### config.mk
export PLATFORM = sky130hd
export DESIGN_NAME = uart_tx_feeder
export DESIGN_NICKNAME = d
export VERILOG_FILES = /design/src/rtl/uart_tx_feeder.sv
export SDC_FILE = /design/constraint.sdc
export NUM_CORES = 1
export LEC_CHECK = 0
export BUFFER_PORTS_ARGS = -buffer_cell sky130_fd_sc_hd__buf_4
export CAP_MARGIN = 30
export CORE_UTILIZATION = 40
export CTS_BUF_LIST = sky130_fd_sc_hd__clkbuf_8
export DETAILED_ROUTE_END_ITERATION = 6
export PLACE_DENSITY = 0.63
export SLEW_MARGIN = 20
export SYNTH_ARGS = -nofsm -noshare
export SYNTH_HDL_FRONTEND = slang
export SYNTH_SLANG_ARGS = --single-unit
### constraint.sdc
create_clock -name clk -period 5.85 [get_ports clk]
set_clock_uncertainty 0.15 [all_clocks]
set_input_delay 1.17 -clock clk [delete_from_list [all_inputs] [get_ports clk]]
set_output_delay 1.17 -clock clk [all_outputs]
set_load 0.02 [all_outputs]
### src/rtl/uart_tx_feeder.sv
// Byte FIFO and launch controller feeding a UART transmitter: queues host bytes,
// holds each on data_byte with tx_en high for one frame, and aborts hung frames.
module uart_tx_feeder #(
   parameter int          DEPTH   = 16,
   parameter int          ADDR_W  = 4,
   parameter logic [31:0] TIMEOUT = 32'd2000000
) (
   input  logic              clk,
   input  logic              reset,
   input  logic              wr_en,
   input  logic [7:0]        wr_data,
   output logic              full,
   output logic              empty,
   output logic [ADDR_W:0]   fifo_count,
   output logic              overflow,
   output logic              timeout_err,
   output logic              tx_en,
   output logic [7:0]        data_byte,
   input  logic              tx_done,
   input  logic              uart_state
);

   typedef enum logic {IDLE, SEND} state_t;

   localparam logic [ADDR_W:0]   CNT_ONE   = (ADDR_W+1)'(1);
   localparam logic [ADDR_W:0]   DEPTH_CNT = (ADDR_W+1)'(DEPTH);
   localparam logic [ADDR_W-1:0] PTR_ONE   = ADDR_W'(1);

   state_t            state, state_next;
   logic [7:0]        mem [DEPTH];
   logic [ADDR_W-1:0] wr_ptr, rd_ptr;
   logic [31:0]       watchdog;
   logic              pop, push, wd_expire;
   logic [ADDR_W:0]   count_next;

   // A pop is the launch of a frame; a write while full survives only if it pairs with one.
   always_comb begin
      pop        = (state == IDLE) && !empty && !uart_state && !tx_done;
      push       = wr_en && (!full || pop);
      wd_expire  = (state == SEND) && !tx_done && (watchdog == TIMEOUT - 32'd1);
      count_next = fifo_count;
      if (push && !pop)
         count_next = fifo_count + CNT_ONE;
      else if (pop && !push)
         count_next = fifo_count - CNT_ONE;
   end

   always_ff @(posedge clk) begin
      if (reset)
         state <= IDLE;
      else
         state <= state_next;
   end

   always_comb begin
      state_next = state;
      case (state)
         IDLE:    if (pop) state_next = SEND;
         SEND:    if (tx_done || wd_expire) state_next = IDLE;
         default: state_next = IDLE;
      endcase
   end

   always_comb begin
      tx_en = (state == SEND);
   end

   // NOTE: non-blocking assignments here so every register samples pre-edge values.
   always_ff @(posedge clk) begin
      if (reset) begin
         wr_ptr      <= '0;
         rd_ptr      <= '0;
         fifo_count  <= '0;
         full        <= 1'b0;
         empty       <= 1'b1;
         overflow    <= 1'b0;
         timeout_err <= 1'b0;
         data_byte   <= 8'h00;
         watchdog    <= '0;
      end else begin
         if (push)
            wr_ptr <= wr_ptr + PTR_ONE;
         if (pop) begin
            rd_ptr    <= rd_ptr + PTR_ONE;
            data_byte <= mem[rd_ptr];
         end
         fifo_count <= count_next;
         full       <= (count_next == DEPTH_CNT);
         empty      <= (count_next == '0);
         if (wr_en && full && !pop)
            overflow <= 1'b1;
         if (wd_expire)
            timeout_err <= 1'b1;
         if (pop)
            watchdog <= '0;
         else if (state == SEND)
            watchdog <= watchdog + 32'd1;
      end
   end

   // NOTE: storage is deliberately left unreset; pointers and count define validity.
   always_ff @(posedge clk) begin
      if (push)
         mem[wr_ptr] <= wr_data;
   end

endmodule

==> results of run 1 <==
stage by stage:
step	instance area, um2	hold slack, ns	worst slack (ns)	utilization, %	std cells
3_5_place_dp	8230	0.315	1.73	43.4	807
5_1_grt	8660	0.364	2.36	45.7	843
6_report	8660	0.337	2.39	45.7	843
2_1_floorplan	7850	0.294	2.69	-	550
3_3_place_gp	8230	0.303	1.88	43.4	807
4_1_cts	8620	0.339	2.29	45.5	839
how the worst max path moves through the flow:
stage,end,depth (start not counted)
after floorplan,mem[0][0],5
after global placement,mem[2][3],5
after detailed placement,mem[0][4],5
after CTS,mem[0][6],5
after global routing,mem[14][5],5
final,mem[14][5],5
power breakdown:
part | switching (mW) | leakage, nW | total [mW] | internal (mW)
combinational | 0.0876 | 0.928 | 0.148 | 0.0602
sequential | 0.0151 | 1.63 | 1.44 | 1.42
clock | 0.492 | 0.201 | 0.846 | 0.355
total | 0.594 | 2.75 | 2.43 | 1.84
area by class of cell:
type                            count  area [um2]  area share [%]
Sequential cell                   186        5010            57.8
Multi-Input combinational cell    317        2610            30.2
Tap cell                          260         325            3.76
Timing Repair Buffer               37         278            3.21
Clock buffer                       17         234            2.70
Clock inverter                     15         158            1.82
Inverter                           11        41.3           0.477
synth_stat cells (all sizes together), types with 2 or more instances:
master and n:
xnor2 6, and2 7, dfxtp 58, a21oi 15, mux4 32, o21a 4
nor4b 4, nand2 27, and4 5, a22oi 16, a211oi 2, o21ai 3
nand3 18, nor2b 3, inv 11, nor3 11, and3 7, nand4 13
xor2 12, o41ai 2, clkbuf 14, o211ai 2, a31o 8, a21boi 8
ha 8, or4 10, nor4 14, mux2i 12, buf 22, o31ai 10
nor2 36, nand2b 4, edfxtp 128, or3 8, nand3b 2
cells by family (layout without fill, tap and decap cells):
| kind of cell | after synthesis | count (layout) |
|---|---|---|
| buffers and inverters | 47 | 80 |
| AND/OR/NAND/NOR | 172 | 172 |
| XOR/XNOR | 18 | 18 |
| AO/OA/AOI/OAI | 75 | 75 |
| adder cells (fa/ha/maj) | 8 | 8 |
| multiplexers | 44 | 44 |
| flip-flops | 186 | 186 |
registers in the layout, indices dropped and copies added, names as in the netlist:
register / flops
data_byte: 8
full: 1
tx_en: 1
empty: 1
mem: 128
wr_ptr: 4
rd_ptr: 4
fifo_count: 5
timeout_err: 1
watchdog: 32
overflow: 1
worst register-to-register path: cells and delay by family (launching register included):
family | cells | cell delay, ns
AO/OA/AOI/OAI | 1 | 0.92
flip-flops | 1 | 0.44
AND/OR/NAND/NOR | 3 | 1.24
layer usage:
metal,wire length (um),share of wire [%]
met1,7930,48
met2,7540,46
met3,764,4.6
met4,238,1.4
met5,0,0
==> impl_metrics.csv, run 1 <==
group,metric,value,unit
timing,report.final.slew_viol_count,0,
timing,unrepaired_setup_endpoints_after_global_routing,"no",
floorplan,die_height,142,um
critical_path,critPathKind,"in -> reg",
yosys,syn-num-nets,571,
yosys,synthesis.yosys.warnings,0,
floorplan,floorplan.die_area,20200,um2
finish,filler_cell_count,1663,
critical_path,ff2ff_setup_slack,2.73,ns
hold_path,hold_path_depth,1,
yosys,number_of_synthesized_flops_with_an_enable_pin,128,
timing,setup-violations-final,0,
cts,postCtsSetupBuffers,0,
grt,groute.layer.met2.usage,26.9,%
yosys,ys_top_cells_by_area,"edfxtp_1, dfxtp_1, mux4_2, nor2_1, mux2i_1",
grt,gr-usage-all-layers,17.3,%
grt,grt.busiest_layer,"met2",
yosys,simple_gate_portion_of_the_synthesized_area,12.2,%
critical_path,arrival_worst_endpoint,3.40,ns
cts,cts-hold-fix-buffers,0,
critical_path,r2r-end,"mem[14][5]",
critical_path,worstPathBufferInverterCount,1,
power,p_per_area,281,nW/um2
critical_path,timing.reg2reg.worst_path_depth,4,
yosys,synth_top_family_by_area,"simple AND/OR/NAND/NOR gates",
grt,largest_net_degree_at_the_start_of_global_routing,36,
floorplan,core.rowCount,50,
critical_path,timing.critical_path.to_type,"register",
floorplan,core_region_area,19000,um2
critical_path,start_of_the_worst_register_to_register_path,"tx_en",
drt,antenna_left,0,
cts,cts.htree.levels,4,
timing,final_hold_viol_count,0,
drt,violation_count_after_the_first_detailed_route_iteration,343,
flow_run,maxCapViolCount,0,
yosys,seq_area_frac_synth,63.8,%
yosys,total_of_flip_flops_plus_latches_after_synthesis,186,
critical_path,critical-path-top-delay-family,"simple AND/OR/NAND/NOR gates",
yosys,post_synth_fa_ha_maj_area_fraction,1.28,%
power,vdd_drop_max,0.000131,V
yosys,area_fraction_in_compound_gates_after_synthesis,7.02,%
outcome,run_status,"finished, final reports clean",
placed_design,port_buffers,30,
placed_design,place.detailed.hpwl,10900,um
timing,timing.final.crit_share,59.1,%
finish,layout-drive-gt1-share,19.6,%
drt,post-route-drc-count,0,
drt,wl_per_cell,19.5,um
floorplan,io_pins,31,
floorplan,initial_utilization,41.4,%
grt,number_of_antenna_violations_at_the_first_check_in_global_routing,0,
critical_path,data_required_time_at_the_worst_endpoint,5.79,ns
cts,clock_latency,0.47,ns
grt,groute.layer.met1.usage,24.1,%
finish,antennaDiodeCount,0,
finish,design.final.nets,591,
placed_design,gp_congestion,0.829,
cts,clock_sink_count,186,
cts,cts_root_buf,"clkbuf_8",
hold_path,holdPathEnd,"timeout_err",
grt,wire_length_of_the_first_global_routing_pass,25700,um
power,post-layout-total-power,2.43,mW
finish,layout.cells.most_common_list,"edfxtp_1, dfxtp_1, nor2_1",
critical_path,crit_fanout,8,
floorplan,fp.dieW,142,um
hold_path,min_from,"timeout_err",
timing,max_freq,0.289,GHz
timing,layout_min_cycle_time,3.46,ns
finish,area_growth,10.3,%
yosys,syn_area,7850,um2
timing,worst_slew_margin_rel,35.6,%
critical_path,critPathSlowestCell,"o41ai_1",
drt,first_pass_iters,5,
yosys,synthDominantAreaCellType,"edfxtp_1",
yosys,synthMuxAreaShare,10.7,%
hold_path,worst_hold_path_type,"reg -> reg",
yosys,avgSynthCellArea,14.3,um2
critical_path,worstSetupStartpoint,"tx_done",
power,static-leakage-power,2.75,nW
yosys,netlist-cell-type-count,53,
yosys,synth_top_area_share,49.0,%
yosys,syn-instance-count,550,
finish,layout_commonest_cell,"edfxtp_1",
yosys,post_synth_xor_area_fraction,2.01,%
critical_path,max_stage_delay,0.86,ns
drt,dr_total_vias,4623,
grt,grt_remaining_overflow,0,
timing,timing_worst_slew_pin_value,0.953,ns
cts,inserted_clock_buffers,17,
grt,use_met3,3.60,%
timing,fin_setup_tns,0,ns
yosys,postSynth.asyncResetShare,0,%
drt,routed_wl,16500,um
drt,avgViaCountPerCell,5.48,
cts,clk_transition_reported_paths,0.10,ns
cts,cts-root-to-sink-buffers,2,
critical_path,path_cells,"buf_4 > o41ai_1 > and2_1 > nand2_1 > nor2_1",
cts,cts.repair.resized,0,
grt,grt_pass1_vias,4548,
yosys,synth_top_flop_cell,"edfxtp_1",
cts,clock_tree_from_tritoncts,"built",
critical_path,start_kind,"primary input",
No activity file was read; power rests on OpenSTA's default activity.
==> run 2, diff against run 1 <==
PLACE_DENSITY = 0.65   (was 0.63)
clock period = 2.9 ns   (was 5.85 ns; I/O delays follow)
==> run 2 against run 1 <==
  * Hold slack worse by 0.049 ns
  * Setup slack worse by 1.9 ns
  * Count of clock-buffer cells in the layout did not move
  * Register-to-register slack worse by 2.2 ns
  * Non-clock buffer count grew 19
  * First-iteration DRC count rose by 0.29%
  * Via count grew 2.6%
  * Cell area increased by 1.9%
  * Clock power increased by 100%
  * Sequential share of layout area is 1.1 points lower
  * Highest routed layer unchanged
==> impl_metrics.csv, run 2 (synthesis results as in run 1) <==
group,metric,value,unit
outcome,run_status,"finished, final reports clean",
power,static-leakage-power,2.85,nW
cts,clock_sink_count,186,
cts,clock_latency,0.46,ns
drt,routed_wl,16400,um
cts,inserted_clock_buffers,17,
critical_path,path_cells,"o41ai_1 > buf_4 > and2_1 > nand2_1 > nor3_1 > buf_4",
placed_design,place.detailed.hpwl,11100,um
critical_path,critPathSlowestCell,"o41ai_1",
power,power.share.switching,25.4,%
timing,layout_min_cycle_time,2.38,ns
drt,dr_total_vias,4742,
critical_path,worstSetupStartpoint,"tx_en",
finish,layout_commonest_cell,"edfxtp_1",
timing,timing.final.crit_share,82.1,%
critical_path,start_kind,"register",
grt,largest_net_degree_at_the_start_of_global_routing,36,
drt,avgViaCountPerCell,5.50,
grt,grt_pass1_vias,4611,
timing,timing_worst_slew_pin_value,0.680,ns
power,p_per_area,556,nW/um2
grt,grt_remaining_overflow,0,
finish,largest_register_ffs,128,
timing,fin_setup_tns,0,ns
cts,cts_root_buf,"clkbuf_8",
finish,area_growth,12.3,%
cts,cts.repair.resized,0,
finish,fin_cells,862,
critical_path,timing.critical_path.to_type,"register",
floorplan,core_region_area,19000,um2
floorplan,floorplan.die_area,20200,um2
finish,antennaDiodeCount,0,
placed_design,gp_congestion,0.842,
power,clockPowerShare,34.5,%
timing,final_hold_viol_count,0,
power,power.share.combinational,6.2,%
drt,violation_count_after_the_first_detailed_route_iteration,344,
placed_design,port_buffers,30,
cts,cts-hold-fix-buffers,0,
critical_path,crit_fanout,12,
finish,largestRegisters,"mem (128), watchdog (32), data_byte (8)",
drt,wl_per_cell,19.0,um
floorplan,io_pins,31,
finish,layout-drive-gt1-share,22.1,%
cts,cts.htree.levels,4,
critical_path,arrival_worst_endpoint,2.41,ns
finish,registers.top_by_ff_count,"mem",
timing,setup-violations-final,0,
floorplan,die_height,142,um
critical_path,start_of_the_worst_register_to_register_path,"tx_en",
timing,unrepaired_setup_endpoints_after_global_routing,"no",
hold_path,min_from,"wr_data[5]",
drt,first_pass_iters,4,
critical_path,critPathKind,"reg -> reg",
drt,antenna_left,0,
cts,postCtsSetupBuffers,0,
critical_path,data_required_time_at_the_worst_endpoint,2.93,ns
finish,filler_cell_count,1638,
timing,report.final.slew_viol_count,0,
timing,max_freq,0.420,GHz
power,share_seq_of_total_power,59.3,%
critical_path,max_stage_delay,0.46,ns
floorplan,core.rowCount,50,
power,vdd_drop_max,0.000284,V
cts,cts-root-to-sink-buffers,2,
flow_run,maxCapViolCount,0,
power,power.switching,1.25,mW
finish,layout.cells.most_common_list,"edfxtp_1, dfxtp_1, buf_4",
floorplan,fp.dieW,142,um
floorplan,initial_utilization,41.4,%
cts,clock_tree_from_tritoncts,"built",
hold_path,worst_hold_path_type,"in -> reg",
timing,worst_slew_margin_rel,54.5,%
grt,number_of_antenna_violations_at_the_first_check_in_global_routing,0,
power,cell_internal_pwr,3.66,mW
grt,gr-usage-all-layers,17.4,%
cts,clk_transition_reported_paths,0.11,ns
drt,post-route-drc-count,0,
grt,wire_length_of_the_first_global_routing_pass,25700,um
finish,design.final.nets,610,
critical_path,critical_path.most_common_cell,"buf_4",
placed_design,placed_cells_incl_taps,830,
run 2: path summary, 6_finish.rpt:
kind,to,cells past startpoint,slack (ns)
min reg2reg,timeout_err,1,0.33
max,mem[2][1],6,0.52
max reg2reg,mem[2][1],6,0.52
min,mem[8][5],1,0.29
run 2: routing by layer:
layer  global-route usage [%]  vias to the layer above  share of wire, %
met2                     26.8                      128                47
met4                     7.36                        0               2.4
li1                         -                     2216                 -
met1                     23.0                     2373                45
met5                        0                        -                 0
met3                     4.74                       25               5.8
run 2: area by class of cell:
cell class                      count  area, um2  area share [%]
Multi-Input combinational cell    317       2610            29.6
Timing Repair Buffer               56        433            4.91
Inverter                           11       41.3           0.468
Sequential cell                   186       5010            56.8
Tap cell                          260        325            3.69
Clock buffer                       17        234            2.65
Clock inverter                     15        168            1.90
run 2: critical path: cells and delay by family, from the launching register on:
kind	cells	cell delay, ns
buffers and inverters	2	0.40
flip-flops	1	0.45
AND/OR/NAND/NOR	3	0.64
AO/OA/AOI/OAI	1	0.46
run 2: power by group through the flow:
stage,logic (mW),registers [mW],clock network [mW]
after global routing,0.331,2.91,1.83
after CTS,0.307,2.91,1.73
final,0.305,2.91,1.69
after detailed placement,0.306,2.97,0
after global placement,0.300,2.97,0
after floorplan,0.186,2.96,0
run 2: metrics by stage:
stage	power [mW]	cell area [um2]	util, %	setup slack, ns	hold WS, ns
floorplan	3.15	7850	-	0.332	0.294
global placement	3.27	8410	44.4	0.345	0.302
detailed placement	3.28	8410	44.4	0.358	0.315
CTS	4.94	8820	46.5	0.561	0.254
global route	5.07	8820	46.5	0.384	0.263
finish	4.90	8820	46.5	0.519	0.288
